File: src/rtl/vga_timing_gen.sv
// Parametrised VGA timing generator: pixel-rate counters, sync/blank decode and a
// lookahead tile-RAM read port so data of latency RD_LATENCY lines up with the pixel.
module vga_timing_gen #(
  parameter int H_ACTIVE   = 640,
  parameter int H_FP       = 16,
  parameter int H_SYNC     = 96,
  parameter int H_BP       = 48,
  parameter int V_ACTIVE   = 480,
  parameter int V_FP       = 10,
  parameter int V_SYNC     = 2,
  parameter int V_BP       = 33,
  parameter bit HSYNC_POL  = 1'b0,
  parameter bit VSYNC_POL  = 1'b0,
  parameter int CLK_DIV    = 2,
  parameter int TILE_SHIFT = 4,
  parameter int GRID_COLS  = 40,
  parameter int GRID_ROWS  = 30,
  parameter int RD_LATENCY = 1,
  localparam int H_TOTAL   = H_ACTIVE + H_FP + H_SYNC + H_BP,
  localparam int V_TOTAL   = V_ACTIVE + V_FP + V_SYNC + V_BP,
  localparam int CW        = $clog2(H_TOTAL),
  localparam int RW        = $clog2(V_TOTAL),
  localparam int AW        = $clog2(GRID_COLS * GRID_ROWS)
) (
  input  logic          clk,
  input  logic          reset,
  input  logic          en,
  output logic          pix_tick,
  output logic [CW-1:0] col,
  output logic [RW-1:0] row,
  output logic          hsync,
  output logic          vsync,
  output logic          video_on,
  output logic          line_end,
  output logic          frame_end,
  output logic          re,
  output logic [AW-1:0] raddr
);

  localparam int DW = (CLK_DIV > 1) ? $clog2(CLK_DIV) : 1;
  localparam logic [DW-1:0] DIV_LAST    = DW'(CLK_DIV - 1);
  localparam logic [CW-1:0] H_LAST      = CW'(H_TOTAL - 1);
  localparam logic [CW-1:0] H_ACT       = CW'(H_ACTIVE);
  localparam logic [CW-1:0] HS_START    = CW'(H_ACTIVE + H_FP);
  localparam logic [CW-1:0] HS_END      = CW'(H_ACTIVE + H_FP + H_SYNC - 1);
  localparam logic [RW-1:0] V_LAST      = RW'(V_TOTAL - 1);
  localparam logic [RW-1:0] V_ACT       = RW'(V_ACTIVE);
  localparam logic [RW-1:0] VS_START    = RW'(V_ACTIVE + V_FP);
  localparam logic [RW-1:0] VS_END      = RW'(V_ACTIVE + V_FP + V_SYNC - 1);
  // RD_LATENCY never exceeds the front porch, so the lookahead start stays on line 0.
  localparam logic [CW-1:0] COL_LA_INIT = CW'(RD_LATENCY);

  logic [DW-1:0] divider;
  logic [CW-1:0] col_la, col_next, col_la_next;
  logic [RW-1:0] row_la, row_next, row_la_next;
  logic [AW-1:0] raddr_calc, raddr_hold;

  // Gated by reset so no strobe escapes while reset is held, even with CLK_DIV=1.
  assign pix_tick  = en && reset && (divider == DIV_LAST);
  assign line_end  = pix_tick && (col == H_LAST);
  assign frame_end = line_end && (row == V_LAST);
  assign video_on  = (col < H_ACT) && (row < V_ACT);
  assign hsync     = (col >= HS_START && col <= HS_END) ? HSYNC_POL : ~HSYNC_POL;
  assign vsync     = (row >= VS_START && row <= VS_END) ? VSYNC_POL : ~VSYNC_POL;
  assign re        = pix_tick && (col_la < H_ACT) && (row_la < V_ACT);
  assign raddr     = re ? raddr_calc : raddr_hold;

  // Low AW bits of the product depend only on the low AW bits of each operand.
  always_comb begin
    raddr_calc = AW'(row_la >> TILE_SHIFT) * AW'(GRID_COLS) + AW'(col_la >> TILE_SHIFT);
  end

  always_comb begin
    col_next    = col + CW'(1);
    row_next    = row;
    col_la_next = col_la + CW'(1);
    row_la_next = row_la;
    if (col == H_LAST) begin
      col_next = '0;
      row_next = (row == V_LAST) ? '0 : row + RW'(1);
    end
    if (col_la == H_LAST) begin
      col_la_next = '0;
      row_la_next = (row_la == V_LAST) ? '0 : row_la + RW'(1);
    end
  end

  always_ff @(posedge clk) begin
    if (!reset) begin
      divider <= '0;
    end else if (en) begin
      divider <= (divider == DIV_LAST) ? '0 : divider + DW'(1);
    end
  end

  always_ff @(posedge clk) begin
    if (!reset) begin
      col    <= '0;
      row    <= '0;
      col_la <= COL_LA_INIT;
      row_la <= '0;
    end else if (pix_tick) begin
      col    <= col_next;
      row    <= row_next;
      col_la <= col_la_next;
      row_la <= row_la_next;
    end
  end

  always_ff @(posedge clk) begin
    if (!reset) begin
      raddr_hold <= '0;
    end else if (re) begin
      raddr_hold <= raddr_calc;
    end
  end

endmodule

File: config.mk
export PLATFORM = sky130hd
export DESIGN_NAME = vga_timing_gen
export DESIGN_NICKNAME = d
export VERILOG_FILES = /design/src/rtl/vga_timing_gen.sv
export SDC_FILE = /design/constraint.sdc
export NUM_CORES = 1
export LEC_CHECK = 0
export CORE_ASPECT_RATIO = 1.5
export CORE_MARGIN = 1.5
export CORE_UTILIZATION = 45
export CTS_CLUSTER_SIZE = 25
export DETAILED_ROUTE_END_ITERATION = 10
export PLACE_DENSITY = 0.73
export SETUP_SLACK_MARGIN = 0.02
export SLEW_MARGIN = 40
export SYNTH_ARGS = -nofsm -noshare
export SYNTH_HDL_FRONTEND = slang
export SYNTH_SLANG_ARGS = --single-unit
File: constraint.sdc
create_clock -name clk -period 5.2 [get_ports clk]
set_input_delay 1.04 -clock clk [delete_from_list [all_inputs] [get_ports clk]]
set_output_delay 1.04 -clock clk [all_outputs]
set_load 0.005 [all_outputs]
==> impl_metrics.ini <==
[power]
p_comb_share_pct = 5.0
pleak_nw = 1.311
sequentialPowerShare_pct = 59.6
pwr_density_cell_nw_per_um2 = 200.9
power_spent_charging_and_discharging_nets_mw = 0.1548
clockPowerShare_pct = 35.4
cell_internal_pwr_mw = 0.5250
switching_share_pct = 22.78
irDropWorstVdd_mv = 0.1475

[cts]
h-tree-depth = 2
cts_buffers = 5
cts.repair_timing.setup_buffer_count = 0
post_cts_hold_buffer_count = 0
cts.sinks = 52
cts_buffer_depth = 2
clk_latency_ps = 310
tritoncts_clock_tree = yes
cts_resized = 0
root_buffer_master = sky130_fd_sc_hd__clkbuf_8
cts.reportedPaths.clkPinSlew_ps = 90

[placed_design]
worst_case_setup_slack_after_placement_ps = 843.6
finalWeightedCongestion = 0.8151
placed_cells_incl_taps = 433
post-dp-hpwl_mm = 4.487
placement.io_buffers = 40

[synthesis]
synth_top_cells_by_area = sky130_fd_sc_hd__dfxtp_1, sky130_fd_sc_hd__ha_1, sky130_fd_sc_hd__xnor2_1
syn_avg_cell_area_um2 = 8.677
yosys.area.top_type = sky130_fd_sc_hd__dfxtp_1
postSynth.asyncResetShare_pct = 0
count_of_mapped_cells_out_of_synthesis = 324
synth.net_count = 347
synth_flop_cell = sky130_fd_sc_hd__dfxtp_1
synth_top_area_share_pct = 37.03
yosysWarningCount = 0
synth_enable_flop_cells = 0
seq_area_frac_synth_pct = 37.03
yosys.cell_types.count = 41
synth_seq_cells = 52
netlist_area_um2 = 2811

[cells_and_area]
layout.cells.most_common_list = sky130_fd_sc_hd__dfxtp_1, sky130_fd_sc_hd__nor2_1, sky130_fd_sc_hd__clkdlybuf4s50_1, sky130_fd_sc_hd__nand2_1, sky130_fd_sc_hd__xnor2_1
antennaDiodeCount = 0
finish.utilization_pct = 55.58
final_layout_size_suffix_gt1_share_pct = 6.812
finalNonFillerCells = 441
area_growth_pct = 20.34
finalNetCount = 389
layout_commonest_cell = sky130_fd_sc_hd__dfxtp_1

[critical_path]
cp_common_cell = sky130_fd_sc_hd__clkdlybuf4s50_1
crit_path_top_delay_cell = sky130_fd_sc_hd__clkdlybuf4s50_1
timing.critical_path.slowest_cell_delay_ps = 550
worstPathBufferInverterCount = 3
worst-endpoint-arrival_ps = 3320
r2r_setup_slack_ps = 2510
critical_path.endpoint_type = output port
timing.critical_path.cells = clkdlybuf4s50_1 > nand3_2 > inv_1 > and3_1 > nand2_1 > nor4_1 > clkdlybuf4s50_1
worstSetupPathType = primary input to output port
worst-path-max-fanout = 9
r2r_cells = 8
critical_path_launch_point_type = primary input
required_ps = 4160
reg2reg_from = row_la[5]$_SDFFE_PN0P_
critical_path.reg2reg.endpoint = raddr_hold[8]$_SDFF_PN0_
worst_path_dominant_cell_family = buffers and inverters

[route]
drcViolationCount = 0
route.vias.total = 2345
first_iter_violations = 121
count_of_nets_left_with_antenna_violations_after_detail_routing = 0
detailedRoute.firstPassIterationCount = 4
post_drt_wl_per_cell_um = 13.26
detail_route.vias_per_cell = 5.317
wirelength_mm = 5.846

[sta]
setup_clock_skew_after_layout_ps = 7.022
timing_hold_violations_final = 0
worst_hold_slack_ps = 519.2
fin_setup_tns_ps = 0
grt_setup_unrepaired = false
layout_min_cycle_time_ps = 4360
slew_headroom_pct = 49.18
actual_slew_at_the_worst_max_slew_pin_ps = 756.0
final_worst_path_period_share_pct = 83.85
timing.final.max_slew_violations = 0
max_freq_mhz = 229.4
setup_viol = 0
final_critical_path_setup_slack_ps = 840.0

[hold_path]
endpoint_of_the_worst_hold_timing_path = row_la[0]$_SDFFE_PN0P_
hold_path_class = flop to flop
worst_hold_path.num_cells = 2
min-delay-start = row_la[0]$_SDFFE_PN0P_

[grt]
grt_pass1_vias = 2323
grt_start_max_net_pins = 18
grt_pass1_wl_mm = 10.16
global_route_congestion_overflow_total = 0
grtUsageMet3_pct = 3.139
globalRouteMet2Util_pct = 35.22
met1_usage_pct = 21.26
globalRoute.busiestLayer = met2
global_route_usage_sum_pct = 19.26
antenna_found_initial = 0

[die]
initial_utilization_pct = 46.19
placeableCoreArea_um2 = 6087
io_pins = 41
die_x_um = 67.54
placement_rows = 35
die-area_um2 = 6740
dieHeight_um = 99.81

[flow_run]
cap_viol_max_count = 0

[status]
run_status = completed
## stage by stage
step | power (mW) | cell area (um^2)
6_report | 0.6798 | 3383
5_1_grt | 0.7053 | 3383
4_1_cts | 0.6855 | 3383
3_5_place_dp | 0.4485 | 3289
3_3_place_gp | 0.4475 | 3289
2_1_floorplan | 0.4335 | 2811
## how the worst max path moves through the flow
| stage | slack (ps) | startpoint | end | cells after the start |
|---|---|---|---|---|
| finish | 840 | en | frame_end | 7 |
| global route | 590 | row_la[5]$_SDFFE_PN0P_ | raddr[9] | 9 |
| CTS | 810 | row_la[5]$_SDFFE_PN0P_ | raddr[9] | 9 |
| detailed placement | 840 | en | frame_end | 7 |
| global placement | 920 | en | frame_end | 7 |
| floorplan | 1640 | reset | raddr[9] | 6 |
## power groups by stage
stage / Sequential [mW] / Clock, mW / Combinational, mW
floorplan: 0.414 / 0 / 0.0198
global placement: 0.414 / 0 / 0.0331
detailed placement: 0.415 / 0 / 0.0339
CTS: 0.405 / 0.246 / 0.0341
global route: 0.406 / 0.262 / 0.0374
finish: 0.405 / 0.241 / 0.0337
## kinds of logic after synthesis
| group | synth area share, % |
|---|---|
| xor gates and xnor gates | 12.46 |
| DFF | 37.03 |
| adders and majority gates | 9.435 |
| muxes | 2.804 |
| buffers and inverters | 2.670 |
| AOI/OAI and AO/OA | 6.142 |
| and+or+nand+nor | 29.46 |
## per-layer routing
layer  share of wire [%]  wire length, um
met1                  42             2443
met2                  53             3101
met3                 3.3              193
met4                 1.8              108
met5                   0                0
## worst register-to-register path: cells and delay by family, from the launching register on
family                   cells  cell delay (ps)
adder cells (fa/ha/maj)      3             1040
multiplexers                 1              290
flip-flops                   1              540
AO/OA/AOI/OAI                1              250
AND/OR/NAND/NOR              2              330
XOR/XNOR                     1              150
## sequential cells by signal, summed over array words and instances, names as in the netlist
signal	flops
raddr_hold	11
col	10
col_la	10
row	10
row_la	10
divider	1
## Yosys cell counts, types with 2 or more instances
library cell               number
sky130_fd_sc_hd__a21o_1         2
sky130_fd_sc_hd__xor2_1        18
sky130_fd_sc_hd__buf_2          3
sky130_fd_sc_hd__mux2_2         7
sky130_fd_sc_hd__fa_1           2
sky130_fd_sc_hd__xnor2_1       22
sky130_fd_sc_hd__o21ai_0        2
sky130_fd_sc_hd__and4_1         2
sky130_fd_sc_hd__a21oi_1       16
sky130_fd_sc_hd__inv_1         12
sky130_fd_sc_hd__dfxtp_1       52
sky130_fd_sc_hd__nor2_1        43
sky130_fd_sc_hd__and2_1        10
sky130_fd_sc_hd__clkbuf_1       4
sky130_fd_sc_hd__nor4_1         4
sky130_fd_sc_hd__ha_1          18
sky130_fd_sc_hd__nand2_1       34
sky130_fd_sc_hd__nand3_1       15
sky130_fd_sc_hd__nor3_1        16
sky130_fd_sc_hd__a211oi_1       2
sky130_fd_sc_hd__and3_1        11
sky130_fd_sc_hd__nand4_1       10
## layout make-up
| type | count | area, um^2 |
|---|---|---|
| clock inverters | 1 | 7.507 |
| repair buffers | 42 | 415.4 |
| multi-input cells | 253 | 1695 |
| well taps | 74 | 92.59 |
| inverters | 12 | 45.04 |
| fillers | 586 | 2704 |
| clock buffers | 7 | 86.33 |
| flip-flops and latches | 52 | 1041 |
Power figures use the tool's default switching activity.
